`src/rtl/qam16_pkg.sv`:
```
// Shared QAM16 transmit definitions: sample width, sequencer states and a
// counter-width helper.
package qam16_pkg;

    localparam int unsigned QAM16_W = 4;

    typedef enum logic [1:0] {
        ST_IDLE  = 2'd0,
        ST_RUN   = 2'd1,
        ST_FLUSH = 2'd2
    } tx_state_e;

    // Width of a counter that must hold values 0..n-1 (never narrower than 1 bit).
    function automatic int unsigned cnt_width(input int unsigned n);
        return (n > 1) ? $clog2(n) : 1;
    endfunction

endpackage

```
`src/rtl/qam_tx_sequencer_valid_delay.sv`:
```
// Fixed-depth delay line for a single valid bit, cleared by reset.
module valid_delay #(
    parameter int unsigned DEPTH = 1
) (
    input  logic clk,
    input  logic rst_n,
    input  logic din,
    output logic dout
);

    logic [DEPTH-1:0] sr_q;
    logic [DEPTH-1:0] sr_d;

    // Shift the new bit in at the bottom; the oldest bit leaves at the top.
    always_comb begin
        sr_d = (sr_q << 1) | DEPTH'(din);
    end

    // Delay-line register.
    always_ff @(posedge clk or negedge rst_n) begin
        if (!rst_n) begin
            sr_q <= '0;
        end else begin
            sr_q <= sr_d;
        end
    end

    assign dout = sr_q[DEPTH-1];

endmodule

```
`src/rtl/qam_tx_sequencer.sv`:
```
// QAM16 transmit sequencer: upsamples symbols by zero-stuffing to SPS samples
// per symbol, inserts zero symbols on upstream underrun, flushes the RRC
// filter with TAPS-1 zeros after the last symbol, and tracks filter latency.
module qam_tx_sequencer
    import qam16_pkg::*;
#(
    parameter int unsigned SPS      = 4,
    parameter int unsigned TAPS     = 11,
    parameter int unsigned FILT_LAT = 1
) (
    input  logic                      clk,
    input  logic                      rst_n,
    input  logic                      sym_valid,
    input  logic signed [QAM16_W-1:0] sym_data,
    input  logic                      sym_last,
    output logic                      sym_ready,
    output logic signed [QAM16_W-1:0] filt_din,
    output logic                      filt_en,
    output logic                      out_valid,
    output logic                      busy,
    output logic                      underrun,
    output logic [15:0]               underrun_cnt
);

    localparam int unsigned PH_W = cnt_width(SPS);
    localparam int unsigned FL_W = cnt_width(TAPS);
    localparam logic [PH_W-1:0] PH_LAST = PH_W'(SPS - 1);
    localparam logic [FL_W-1:0] FL_LAST = FL_W'(TAPS - 2);

    tx_state_e                 state_q, state_d;
    logic [PH_W-1:0]           phase_q, phase_d;
    logic [FL_W-1:0]           flush_q, flush_d;
    logic signed [QAM16_W-1:0] sym_q, sym_d;
    logic                      last_q, last_d;
    logic                      underrun_q, underrun_d;
    logic [15:0]               underrun_cnt_q, underrun_cnt_d;
    logic                      ready_en_q, ready_en_d;
    logic                      at_slot_end;
    logic                      accept;

    // Next-state, symbol capture, underrun insertion and handshake.
    always_comb begin
        state_d        = state_q;
        phase_d        = phase_q;
        flush_d        = flush_q;
        sym_d          = sym_q;
        last_d         = last_q;
        underrun_d     = 1'b0;
        underrun_cnt_d = underrun_cnt_q;
        ready_en_d     = 1'b1;

        at_slot_end = (state_q == ST_RUN) && (phase_q == PH_LAST);
        // ready_en_q holds sym_ready low through reset and until the first edge after it.
        sym_ready   = ready_en_q && ((state_q == ST_IDLE) || (at_slot_end && !last_q));
        accept      = sym_valid && sym_ready;

        case (state_q)
            ST_IDLE: begin
                if (accept) begin
                    state_d = ST_RUN;
                    phase_d = '0;
                    sym_d   = sym_data;
                    last_d  = sym_last;
                end
            end
            ST_RUN: begin
                if (phase_q != PH_LAST) begin
                    phase_d = phase_q + PH_W'(1);
                end else begin
                    phase_d = '0;
                    if (last_q) begin
                        state_d = ST_FLUSH;
                        flush_d = '0;
                    end else if (accept) begin
                        sym_d  = sym_data;
                        last_d = sym_last;
                    end else begin
                        // Starved: send a zero symbol slot and keep the burst open.
                        sym_d          = '0;
                        last_d         = 1'b0;
                        underrun_d     = 1'b1;
                        underrun_cnt_d = (underrun_cnt_q == 16'hFFFF) ? underrun_cnt_q
                                                                      : underrun_cnt_q + 16'd1;
                    end
                end
            end
            ST_FLUSH: begin
                if (flush_q == FL_LAST) begin
                    state_d = ST_IDLE;
                    flush_d = '0;
                end else begin
                    flush_d = flush_q + FL_W'(1);
                end
            end
            default: begin
                state_d = ST_IDLE;
            end
        endcase
    end

    // State and datapath registers.
    always_ff @(posedge clk or negedge rst_n) begin
        if (!rst_n) begin
            state_q        <= ST_IDLE;
            phase_q        <= '0;
            flush_q        <= '0;
            sym_q          <= '0;
            last_q         <= 1'b0;
            underrun_q     <= 1'b0;
            underrun_cnt_q <= '0;
            ready_en_q     <= 1'b0;
        end else begin
            state_q        <= state_d;
            phase_q        <= phase_d;
            flush_q        <= flush_d;
            sym_q          <= sym_d;
            last_q         <= last_d;
            underrun_q     <= underrun_d;
            underrun_cnt_q <= underrun_cnt_d;
            ready_en_q     <= ready_en_d;
        end
    end

    assign busy         = (state_q != ST_IDLE);
    assign filt_en      = busy;
    assign filt_din     = ((state_q == ST_RUN) && (phase_q == '0)) ? sym_q : '0;
    assign underrun     = underrun_q;
    assign underrun_cnt = underrun_cnt_q;

    valid_delay #(
        .DEPTH (FILT_LAT)
    ) u_valid_delay (
        .clk   (clk),
        .rst_n (rst_n),
        .din   (filt_en),
        .dout  (out_valid)
    );

endmodule

```
`config.mk`:
```
export PLATFORM = sky130hd
export DESIGN_NAME = qam_tx_sequencer
export DESIGN_NICKNAME = d
export VERILOG_FILES = /design/src/rtl/qam16_pkg.sv /design/src/rtl/qam_tx_sequencer_valid_delay.sv /design/src/rtl/qam_tx_sequencer.sv
export SDC_FILE = /design/constraint.sdc
export NUM_CORES = 1
export LEC_CHECK = 0
export BUFFER_PORTS_ARGS = -buffer_cell sky130_fd_sc_hd__buf_2
export CORE_MARGIN = 2
export CORE_UTILIZATION = 50
export CTS_CLUSTER_SIZE = 25
export DETAILED_ROUTE_END_ITERATION = 12
export GPL_ROUTABILITY_DRIVEN = 1
export PLACE_DENSITY = 0.79
export REMOVE_ABC_BUFFERS = 1
export SETUP_SLACK_MARGIN = 0.15
export SYNTH_ARGS = -nofsm -noshare
export SYNTH_HDL_FRONTEND = slang
export SYNTH_SLANG_ARGS = --single-unit
```
`constraint.sdc`:
```
create_clock -name clk -period 2.3 [get_ports clk]
set_input_delay 0.46 -clock clk [delete_from_list [all_inputs] [get_ports clk]]
set_output_delay 0.46 -clock clk [all_outputs]
set_load 0.03 [all_outputs]
```
==> After elaboration in Yosys (flattened, before gate mapping) <==
Cells that the tools add are included.
{ "word_totals": {"register_bits": 32, "input_bits": 8, "output_inout_bits": 25, "wordCells": 72} }
{ "op_classes": {"n_addsub": 3, "n_eq_ne": 11, "n_mux": 27, "bitwise": 4, "n_reduce_logical": 18} }
{ "ops": {"columns": ["operator", "n"], "rows": [
  ["$mux W4", 8],
  ["$add A16 B1 Y16 const B", 1],
  ["$eq A16 B16 Y1 const B", 1],
  ["$pmux W4 S2", 2],
  ["$mux W2", 6],
  ["$ne A2 B2 Y1 const B", 6],
  ["$mux W1", 8],
  ["$reduce_and A4 Y1", 2],
  ["$pmux W2 S3", 1],
  ["$reduce_and A3 Y1", 2],
  ["$reduce_bool A2 Y1", 3],
  ["$logic_and A1 B1 Y1", 5],
  ["$reduce_and A5 Y1", 1],
  ["$add A4 B1 Y4 const B", 1],
  ["$eq A2 B2 Y1 const B", 2],
  ["$eq A4 B4 Y1 const B", 1],
  ["$logic_not A2 Y1", 2],
  ["$not A1 Y1", 4],
  ["$pmux W2 S2", 1],
  ["$add A2 B1 Y2 const B", 1],
  ["$eq A2 B1 Y1 const B", 1],
  ["$pmux W1 S2", 1],
  ["$reduce_and A2 Y1", 1],
  ["$logic_not A1 Y1", 1],
  ["$logic_or A1 B1 Y1", 1]
]} }

==> Depth between registers and ports, before layout <==
Gate-level depths: netlist (run 1).
{ "depth": {"ltp_word": 10, "mapped_depth": 6, "ltp_nobuf": 6} }

==> Cells and area by module <==
From an unflattened synthesis (run 1), not the netlist that was laid out.
{ "hier_totals": {"cells_unflattened": 145, "area_unflattened_um2": 1656.6} }
{ "modules_own_cells": {"columns": ["module", "instances", "cells_each", "area_each_um2", "seq_area_each_um2"], "rows": [
  ["qam_tx_sequencer", 1, 144, 1631.6, 775.7],
  ["valid_delay", 1, 1, 25.0, 25.0]
]} }

==> Least setup slack after synthesis (run 1) <==
Ideal clock, no wire load.
{ "synth_path": {"kind": "register to register", "startpoint": "register phase_q[0]", "endpoint": "register last_q", "setup_ps": 65, "arrival_time_ps": 1813, "t_required_ps": 2235, "path_slack_ps": 421, "stages_incl_launch_ff": 7, "path_buffers": 1, "synth_period_minus_slack_ps": 1879, "cell_sequence": "dfrtp_1 ha_1 nand2b_1 a21oi_1 and2_1 clkbuf_1 a22o_1"} }
{ "synth_via": {"elab_chain_len": 10, "word_cells_on_any_way": 14, "cone_classes": "eq/ne: 4; mux: 4; reduce/logical: 6"} }
{ "synth_lines": {"columns": ["element", "line_no", "rtl"], "rows": [
  ["start: declaration", "qam_tx_sequencer.sv:31", "logic [PH_W-1:0] phase_q, phase_d;"],
  ["start signal: assignment", "qam_tx_sequencer.sv:114", "phase_q <= phase_d;"],
  ["$eq A2 B2 Y1 (*)", "qam_tx_sequencer.sv:52", "at_slot_end = (state_q == ST_RUN) && (phase_q == PH_LAST);"],
  ["$logic_and A1 B1 Y1 (*)", "qam_tx_sequencer.sv:52", null],
  ["$logic_and A1 B1 Y1 (*)", "qam_tx_sequencer.sv:54", "sym_ready = ready_en_q && ((state_q == ST_IDLE) || (at_slot_end && !last_q));"],
  ["$logic_or A1 B1 Y1 (*)", "qam_tx_sequencer.sv:54", null],
  ["$logic_and A1 B1 Y1 (*)", "qam_tx_sequencer.sv:54", null],
  ["named net sym_ready", "qam_tx_sequencer.sv:16", "output logic sym_ready,"],
  ["$logic_and A1 B1 Y1 (*)", "qam_tx_sequencer.sv:55", "accept = sym_valid && sym_ready;"],
  ["$mux W1", "qam_tx_sequencer.sv:74", "end else if (accept) begin"],
  ["$mux W1", "qam_tx_sequencer.sv:71", "if (last_q) begin"],
  ["$mux W1", "qam_tx_sequencer.sv:67", "if (phase_q != PH_LAST) begin"],
  ["$pmux W1 S2", "qam_tx_sequencer.sv:57", "case (state_q)"],
  ["end signal: assignment", "qam_tx_sequencer.sv:117", "last_q <= last_d;"],
  ["end: declaration", "qam_tx_sequencer.sv:34", "logic last_q, last_d;"]
]} }
Mark *: on every way through the listed nets, which the timed path passes. The rest lies on a longest branch. The select of a mux whose other input is x is not followed.
A chain may end at the register's enable or synchronous reset.

==> Final worst setup path (run 1) <==
{ "layout_path": {"startpoint": "register phase_q[0]", "endpoint": "output port sym_ready"} }
{ "layout_via": {"elab_chain_len": 5} }
{ "layout_lines": {"columns": ["element", "line_no"], "rows": [
  ["$eq A2 B2 Y1", "qam_tx_sequencer.sv:52"],
  ["$logic_and A1 B1 Y1", "qam_tx_sequencer.sv:52"],
  ["$logic_and A1 B1 Y1", "qam_tx_sequencer.sv:54"],
  ["$logic_or A1 B1 Y1", "qam_tx_sequencer.sv:54"],
  ["$logic_and A1 B1 Y1", "qam_tx_sequencer.sv:54"],
  ["end: declaration", "qam_tx_sequencer.sv:16"]
]} }
Every way passes these cells.

==> impl_summary.md, run 1 <==
Outcome
The flow ran to the end, and the final reports show no timing, DRC or antenna violations.

Yosys
The adder and majority cell fraction of the synthesized area is around 3.8%. In the synthesized netlist, the number of instances is 146. The xor/xnor cell area share of the yosys netlist is under 10%. The share of the synthesized area in the top cell type is 48.8%. The combinational family with the most area after synthesis is simple AND/OR/NAND/NOR gates.

In this run, synthesis produced a sequential element count of 32. The synthesis warning total is 0. Of all flip-flops after synthesis, the portion carrying an async set or reset was 100%. The synthesized-area fraction occupied by ao, oa, aoi and oai cells is 10.5%. Among all flip-flop cells after synthesis, the most frequent one is dfrtp_1. By area the synthesized netlist is led by dfrtp_1 49%, xor2_1 5.3%, and3_1 4.2%. The combined area of all synthesized cells is 1640 sq um. After synthesis, the mean cell area works out to around 11 sq um. In this run, distinct cell masters in the synthesized netlist total 43. The post-synthesis simple-gate area fraction is 23.1%. The portion of synthesized area spent on multiplexers is 2.59%. In this run, synthesis inferred 0 flip-flops with an integrated enable. The portion of the post-synthesis area used by sequential elements is around half. The biggest area contributor in the post-synthesis netlist is dfrtp_1.

Die
The die footprint is 3760 sq um. 33 I/O pins were placed. The number of standard-cell rows in the floorplan is 20. The floorplan step set the die width to 61.3 microns. The core footprint is approximately 3100 sq um. The die span in y is 61.3 microns. Once the floorplan was initialized, standard cells occupied 53.3% of the core.

Critical path
STA classifies the critical path endpoint as a primary output. The critical path is of the flip-flop to primary output type. The largest driver fanout on the critical path is 4. The endpoint arrival time on the critical path is ~1.6 ns. For the worst setup path, the data required time is approximately 1.8 ns. The kind of start point of the critical path is a flip-flop.

Timing
The number of failing hold endpoints at the final stage came to 0. Final hold analysis gives a worst-case slack of 0.155 ns. The post-route fraction of the period consumed by the critical path is 88.1%. The highest achievable clock rate is 0.493 GHz. Between clock sinks in the finished design, the worst skew comes to 0.0102 ns. The final-report max-slew violation count came to 0. Measured against its own limit, the worst slew margin works out to 54.3%. Setup repair after global routing left no endpoint under its margin.

The final critical delay including setup and external delays is 2.03 ns. The worst-margin pin slew is 0.685 ns. The count of final setup violators is 0. The accumulated negative setup slack is 0 ns.

Drt
The post-route DRC violation count is 0. After detailed routing, the average wire length per cell comes to 14.1 microns. The number of vias after detailed routing is 1242. The number of optimization iterations in the first detailed-route pass is 5. The post-detailed-routing wire length is 3170 microns. The average vias per placed instance is roughly 5.5.

The DRC violation total after the first TritonRoute iteration is 70. The count of nets left with antenna violations after detail routing is 0.

Global route
The overall overflow remaining after global route is 0. The number of antenna violations at the first check in global routing is 0. Global routing used 19.8% of the available tracks. The via count of the first global-routing pass is 1182. Entering global routing, the biggest net connects 33 pins. The first-pass GRT wire length is 5350 microns.

CTS
The buffer depth of the longest clock path is 2. The cell at the root of the clock tree is clkbuf_4. CTS saw 32 sinks. The cts-stage hold buffer count is 0. The later pin in the worst-skew pair is clocked with a latency of 0.33 ns. In this run, post-CTS repair resized a total of 0 instances. Buffers added to address setup during post-CTS repair amount to 0. The number of clock buffers inserted by TritonCTS is 5. In this run the number of H-tree levels came out at 2. The clock transition at the registers of the reported paths is 0.10 ns. TritonCTS built the clock tree.

Place
The routability-driven placement congestion ratio is 0.770. The cell count after placement is 217. The number of port buffers is 32. After legalization and detailed placement, the total HPWL measured 2320 microns.

Power
The analysis attributes to cell leakage a power of just over 0.9 nW. The worst-case IR drop observed on VDD is around 620 uV. The total power is 2.20 mW. Dividing total power by cell area gives a power density of approximately 1200 nW/um^2.

Layout
The count of nets after finishing is 193. The count of antenna diodes in the layout is 0. Relative to the synthesized area, the layout overhead comes to 14.6%. The count of non-filler cells in the finished layout is 225. Cells with a size suffix above 1 make up about a quarter of the layout.

Min path
The class of the worst hold path is primary input to async pin.

Flow run
The tool flagged a number of max-cap violations equal to 0.
[cells by family (layout without fill, tap and decap cells)]
family | after synthesis | after routing
xor gates and xnor gates | 14 | 14
adders and majority gates | 5 | 5
AOI/OAI and AO/OA | 24 | 24
muxes | 4 | 4
and+or+nand+nor | 56 | 56
buffers and inverters | 10 | 45
other | 1 | 1
DFF | 32 | 32
[synthesized netlist by cell type, types with 2 or more instances]
master and instances:
xnor2_1 4, and2_1 2, mux2i_1 2, o31ai_1 2, a211oi_1 4, and3_1 11, nand3_1 8, dfrtp_1 32
xor2_1 10, nor4_1 3, buf_6 2, nand4_1 2, inv_1 5, nor2_1 3, o21ai_0 5, ha_1 5
a22o_1 6, nand2_1 10, a21oi_1 2, nand2b_1 5
[per-stage QoR]
step | area (sq um) | setup WS, ns | utilization [%]
final | 1880 | 0.273 | 61.1
after detailed placement | 1820 | 0.559 | 59.1
after CTS | 1880 | 0.200 | 61.0
after global routing | 1880 | 0.209 | 61.1
after floorplan | 1600 | 0.516 | -
after global placement | 1820 | 0.637 | 59.1
[cell usage in the layout, fill, tap and decap left out, drive strengths merged, types with 3 or more instances in the layout]
cell | netlist | routed
and3 | 11 | 11
a211oi | 4 | 4
o21ai | 5 | 5
inv | 5 | 5
nor2 | 3 | 3
dfrtp | 32 | 32
xnor2 | 4 | 4
nor4 | 4 | 4
nand4 | 3 | 3
xor2 | 10 | 10
ha | 5 | 5
nand3 | 8 | 8
a22o | 6 | 6
nand2 | 10 | 10
clkbuf | 2 | 8
buf | 3 | 32
a21oi | 3 | 3
nand2b | 6 | 6
[state kept, by name (all words and copies together) (netlist names), 2 cells and up]
register      cells
phase_q           2
state_q           2
sym_q             4
underrun_cnt     16
flush_q           4
[final cells by class]
type / count / area, sq um
inverters: 5 / 18.8
well taps: 44 / 55.1
clock buffers: 8 / 58.8
repair buffers: 32 / 160
multi-input cells: 104 / 787
fillers: 254 / 1200
flip-flops and latches: 32 / 801
[report_power, final]
| group | leakage (nW) | total [mW] | internal (mW) | switching (mW) |
|---|---|---|---|---|
| Sequential | 0.393 | 0.944 | 0.735 | 0.209 |
| Combinational | 0.491 | 0.930 | 0.344 | 0.586 |
| Clock | 0.0326 | 0.330 | 0.151 | 0.179 |
[final timing paths]
kind                                  startpoint  slack [ns]  depth (start not counted)                to
worst max-delay path                  phase_q[0]        0.27                          4         sym_ready
worst min-delay path                       rst_n        0.16                          1        flush_q[2]
worst max register to register        phase_q[0]        0.58                          5  underrun_cnt[15]
worst min register to register  underrun_cnt[11]        0.50                          1  underrun_cnt[11]
max in group asynchronous                  rst_n        1.69                          1  underrun_cnt[13]
min in group clk                     sym_data[1]        0.36                          2          sym_q[1]
[layer usage]
layer / wire [microns] / part of all wire (%) / GRT usage, %
met5: 0 / 0 / 0
met4: 49 / 1.5 / 7.45
met3: 172 / 5.4 / 6.30
met2: 1520 / 48 / 30.9
met1: 1430 / 45 / 25.8
[worst max-delay path, cell delays in order, from the launching register on]
cell and delay (ns):
dfrtp_1 0.40, ha_1 0.27, nand2b_1 0.13, a21oi_2 0.21
buf_2 0.23
No activity file was read; power rests on OpenSTA's default activity.
==> run 2: changes to the inputs <==
- CELL_PAD_IN_SITES_DETAIL_PLACEMENT: not set -> 1
- CELL_PAD_IN_SITES_GLOBAL_PLACEMENT: not set -> 2
- CORE_UTILIZATION: 50 -> 35
- PLACE_DENSITY: 0.79 -> 0.84
==> impl_summary.md, run 2 (synthesis results as in run 1) <==
Critical path
The largest driver fanout on the critical path is 4 (unchanged). The endpoint required time on the critical path is 1.84 ns (about the same). The endpoint arrival time on the critical path is 1.53 ns (-0.04 ns). Walking the worst path, the cells encountered are ha_1 > nand2b_1 > a21oi_1 > buf_2.

The critical path start-end classification is flip-flop to primary output. The biggest cell delay along the critical path is 0.39 ns (about the same). For this design, the slowest cell found on the critical path is dfrtp_1. STA classifies the critical path startpoint as a flip-flop. The critical path capture point type is a primary output.

CTS
The clock latency on the worst-skew pair is 0.28 ns (-0.05 ns). CTS placed an instance of clkbuf_8 at the clock tree root. The total number of clock tree sinks is 32 (unchanged). The cts-stage hold buffer count was 0 (unchanged).

The buffer depth of the longest clock path is 2 (unchanged). The post-CTS setup-driven buffer insertion count was 0 (unchanged). The clock transition at the registers of the reported paths came to 0.07 ns (-0.03 ns). The CTS tree is done. The number of H-tree levels is 2 (unchanged). The number of clock buffers inserted by TritonCTS was 5 (unchanged).

The post-cts resize count was 0 (unchanged).

Timing
The count of final setup violators is 0 (unchanged). The worst relative slew slack was 51.1% (-3.3 points). Setup repair after global routing left no endpoint under its margin. The accumulated negative setup slack is 0 ns (unchanged).

The worst hold margin came to 0.230 ns (+0.0750 ns). The final-report max-slew violation count was 0 (unchanged). The post-route fraction of the period consumed by the critical path was 86.3% (-1.8 points). The final critical delay including setup and external delays came to 1.99 ns (-0.0413 ns).

The number of failing hold endpoints at the final stage is 0 (unchanged). The final clock skew is 0.00547 ns (-0.00475 ns). The highest achievable clock rate is 0.504 GHz (+2.1%). The worst-margin pin slew was 0.734 ns (+0.0488 ns).

Layout
The count of nets after finishing is 193 (unchanged). The final design utilization was 43.2% (-18 points). The fraction of layout instances using a drive strength above 1 was 27.1% (+0.55 points). The count of non-filler cells in the finished layout is 233 (+3.6%). The synthesis-to-layout area growth is 17.0%. The count of antenna diodes in the layout is 0 (unchanged). The number of flip-flops in the largest register is 16 (unchanged). The top cell types in the final layout, fill and taps aside, are 32 x dfrtp_1, 32 x buf_2, 11 x and3_1.

Global route
The first-pass GRT wire length is 6330 microns (+18%). The global-route total usage across every layer is 16.2% (-3.6 points). The number of antenna violations at the first check in global routing is 0 (unchanged).

The pin count of the biggest net entering global routing came to 33 (unchanged). The overall overflow remaining after global route came to 0 (unchanged). The via count of the first global-routing pass is 1275 (+7.9%).

Flow run
The number of max-cap violations is 0 (unchanged).

Drt
The number of optimization iterations in the first detailed-route pass was 4 (-1). The post-route DRC violation count is 0 (unchanged). The number of vias after detailed routing came to 1246 (+0.32%). The average vias per placed instance is 5.35 (-3.1%).

The post-detailed-routing wire length was 3800 microns (+20%). The DRC violation total after the first TritonRoute iteration is 75 (+7.1%). The routed length per instance is 16.3 microns (+16%).

The count of nets left with antenna violations after detail routing is 0 (unchanged).

Die
The top-level port count is 33 (unchanged). The effective utilization at floorplan is 36.9% (-16 points). The die boundary width came to 72.5 microns (+18%). The die footprint is 5250 sq um (+40%).

The core footprint is 4440 sq um (+44%). The number of standard-cell rows in the floorplan is 24 (+20%). The die span in y came to 72.5 microns (+18%).

Power
The worst supply voltage drop on vdd is 423 uV (-32%). The leakage dissipation was 0.935 nW (+2.0%). The total power density per cell area came to 1220 nW/um^2 (+4.1%).

Min path
The min-delay analysis places its worst path in the category primary input to async pin.

Place
The detailed placer's ending HPWL is 2850 microns (+23%). The routability-driven placement congestion ratio was 0.771 (+0.19%). The number of port buffers was 32 (unchanged).

The cell count after placement is 225 (+3.7%).

Outcome
The run finished with clean final reports.
## run 2: cell type report
type	instances	area, sq um
fill	511	2520
tap	52	65.1
multi-input combinational	104	783
clock inverter	2	10.0
sequential	32	801
timing repair buffer	32	160
clock buffer	6	82.6
inverter	5	18.8
## run 2: worst max-delay path: cells and delay by family, from the launching register on
family / cells / cell delay, ns
DFF: 1 / 0.39
adders and majority gates: 1 / 0.28
buffers and inverters: 1 / 0.24
AOI/OAI and AO/OA: 1 / 0.22
and+or+nand+nor: 1 / 0.12
## run 2: power by group
| group | switching [mW] | internal, mW |
|---|---|---|
| sequential | 0.214 | 0.737 |
| clock | 0.207 | 0.238 |
| combinational | 0.603 | 0.344 |
## run 2: worst paths after layout
check                           depth (start not counted)                to             start  slack (ns)
worst max-delay path                                    4         sym_ready        phase_q[0]        0.31
worst min-delay path                                    1        flush_q[1]             rst_n        0.23
worst max register to register                          4   underrun_cnt[1]  underrun_cnt[12]        0.56
worst min register to register                          1  underrun_cnt[11]  underrun_cnt[11]        0.50
max in group asynchronous                               1  underrun_cnt[12]             rst_n        1.60
min in group clk                                        2          sym_q[2]       sym_data[2]        0.40
## run 2: layer usage
| metal | vias to the layer above | GRT usage (%) | wire length, microns |
|---|---|---|---|
| met1 | 620 | 21.2 | 1750 |
| met5 | - | 0 | 0 |
| li1 | 592 | - | - |
| met4 | 0 | 7.82 | 78 |
| met2 | 27 | 24.8 | 1810 |
| met3 | 7 | 4.44 | 163 |
## run 2: per-stage QoR
| step | total power, mW | worst slack, ns | cell area [sq um] |
|---|---|---|---|
| final | 2.34 | 0.314 | 1920 |
| after global routing | 2.51 | 0.164 | 1920 |
| after CTS | 2.38 | 0.291 | 1920 |
| after detailed placement | 1.91 | 0.584 | 1830 |
| after global placement | 1.85 | 0.622 | 1830 |
| after floorplan | 1.61 | 0.516 | 1600 |
==> run 3: changes to the inputs <==
- clock period: 2.3 -> 2.2 ns (I/O delays scaled with it)
==> impl_summary.md, run 3 (synthesis results as in run 1) <==
Global route
The first-pass GRT wire length is 6420 microns (+1.5%). The via count of the first global-routing pass came to 1292 (+1.3%). The overall overflow remaining after global route was 0 (unchanged). The global-route total usage across every layer was 15.8% (-0.35 points).

The number of antenna violations at the first check in global routing is 0 (unchanged). The pin count of the biggest net entering global routing came to 33 (unchanged).

Layout
The fraction of layout instances using a drive strength above 1 is 27.6% (+0.55 points). The count of antenna diodes in the layout came to 0 (unchanged). The synthesis-to-layout area growth is 17.2%. In the layout the commonest cells are 32 x dfrtp_1, 32 x buf_2, 11 x and3_1. The count of nets after finishing is 193 (unchanged). The number of flip-flops in the largest register is 16 (unchanged). The filler cell count in the final layout is 505 (-1.2%). The final instance area is 1920 sq um (+0.20%).

Power
The internal power component is 1.38 mW (+4.6%). The total power density per cell area is 1280 nW/um^2 (+4.6%). The switching power total was 1.08 mW (+5.2%). The switching fraction of total power came to 43.8% (+0.13 points). The clock network power share came to 19.0% (about the same). The total power is 2.46 mW (+4.9%). The worst supply voltage drop on vdd is 489 uV (+16%). The register share of total power came to 40.4% (-0.2 points).

The combinational share of power was 40.6% (+0.2 points). The leakage dissipation was 0.935 nW (about the same).

Critical path
The number of buffer and inverter instances along the worst setup path came to 1 (unchanged). For this design, the slowest cell found on the critical path is dfrtp_1. The critical path in this run is classified as flip-flop to primary output. The biggest cell delay along the critical path is 0.58 ns (+0.19 ns). The endpoint required time on the critical path is 1.76 ns (-0.08 ns).

Traced cell by cell, the critical path runs through and2b_1 > and3_1 > buf_2. STA classifies the critical path startpoint as a flip-flop. The largest driver fanout on the critical path is 10 (+6).

The endpoint arrival time on the critical path is 1.52 ns (about the same). The cell family contributing the most delay on the critical path is flip-flops. STA classifies the critical path endpoint as a primary output.

Timing
The number of failing hold endpoints at the final stage is 0 (unchanged). The accumulated negative setup slack is 0 ns (unchanged). After layout, the minimum clock period comes to 1.96 ns. Static timing analysis puts the maximum clock frequency at around 0.5 GHz. The count of final setup violators is 0 (unchanged). In the finished design, the share of the clock period the worst path needs comes to between 80% and 90%. The worst hold margin is 0.213 ns (-0.0177 ns). Setup repair after global routing could not meet its margin everywhere. The worst-margin pin slew is 0.734 ns (+0.0000866 ns).

The final worst slack is 0.241 ns (-0.0731 ns). The final-report max-slew violation count was 0 (unchanged). The worst relative slew slack is 51.1% (about the same). The final clock skew is 0.00446 ns (-0.00101 ns).

Drt
The number of optimization iterations in the first detailed-route pass was 4 (unchanged). The DRC violation total after the first TritonRoute iteration is 55 (-27%). The post-detailed-routing wire length is 3740 microns (-1.6%). The routed length per instance is 16.1 microns (-1.6%).

The number of vias after detailed routing is 1238 (-0.64%). The average vias per placed instance is 5.31 (-0.64%). The count of nets left with antenna violations after detail routing is 0 (unchanged). The post-route DRC violation count is 0 (unchanged).

Place
The routability-driven placement congestion ratio came to 0.776 (+0.65%). The detailed placer's ending HPWL came to 2660 microns (-6.7%). The post-placement cell area is 1830 sq um (unchanged). The number of port buffers is 32 (unchanged). The post-placement setup slack is 0.475 ns (-0.109 ns).

Die
The number of standard-cell rows in the floorplan was 24 (unchanged). The core footprint was 4440 sq um (unchanged). The die span in y came to 72.5 microns (unchanged). The die footprint came to 5250 sq um (unchanged). The effective utilization at floorplan is 36.9% (unchanged).

The top-level port count is 33 (unchanged). The die boundary width is 72.5 microns (unchanged).

Min path
The class of the worst hold path is primary input to async pin.

CTS
The clock transition at the registers of the reported paths is 0.07 ns (about the same). The number of clock buffers inserted by TritonCTS was 5 (unchanged). The number of H-tree levels is 2 (unchanged). The clock latency on the worst-skew pair is 0.28 ns (about the same). The total number of clock tree sinks came to 32 (unchanged). The tree is rooted in a clkbuf_8.

The buffer depth of the longest clock path is 2 (unchanged). TritonCTS built the clock tree.

Flow run
The number of max-cap violations is 0 (unchanged).

Outcome
The flow ran to the end, and the final reports show no timing, DRC or antenna violations.
run 3: cell counts in the layout (fill, tap and decap cells not counted):
Identical to the previous run, type by type.
run 3: final cells by class:
cell class / instances / area (sq um) / area share [%]
Clock inverter: 2 / 10.0 / 0.520
Inverter: 5 / 18.8 / 0.975
Timing Repair Buffer: 32 / 160 / 8.32
Sequential cell: 32 / 801 / 41.6
Clock buffer: 6 / 82.6 / 4.29
Tap cell: 52 / 65.1 / 3.38
Multi-Input combinational cell: 104 / 787 / 40.9
run 3: stage by stage:
stage,utilization (%),cells
floorplan,-,141
global placement,41.1,225
detailed placement,41.1,225
CTS,43.2,233
global route,43.3,233
finish,43.3,233
run 3: layer usage:
metal,vias to the layer above,wire (microns),global-route usage (%),part of all wire [%]
met2,30,1810,25.2,48
met3,4,172,4.17,4.6
met5,-,0,0,0
met1,615,1720,21.0,46
met4,0,41,5.56,1.1
li1,589,-,-,-
run 3: power groups by stage:
| stage | logic (mW) | clock network [mW] | registers, mW |
|---|---|---|---|
| final | 0.997 | 0.468 | 0.992 |
| after floorplan | 0.571 | 0 | 1.11 |
| after global placement | 0.959 | 0 | 0.977 |
| after CTS | 1.01 | 0.486 | 0.990 |
| after global routing | 1.09 | 0.519 | 1.03 |
| after detailed placement | 0.990 | 0 | 0.999 |
run 3: final timing paths:
check,startpoint,end,slack (ns),depth (start not counted)
min in group clk,sym_data[1],sym_q[1],0.38,2
setup reg to reg,phase_q[0],underrun_cnt[15],0.45,5
hold / removal,rst_n,state_q[0],0.21,1
max in group asynchronous,rst_n,flush_q[1],1.51,1
setup / recovery,state_q[0],filt_din[3],0.24,3
hold reg to reg,sym_q[3],sym_q[3],0.51,1
run 3: what timing repair did:
item / in CTS / in global routing
hold buffers: 0 / 0
gates resized for setup: 0 / 1
setup endpoints to repair: 0 / 1
buffers inserted: 0 / 0
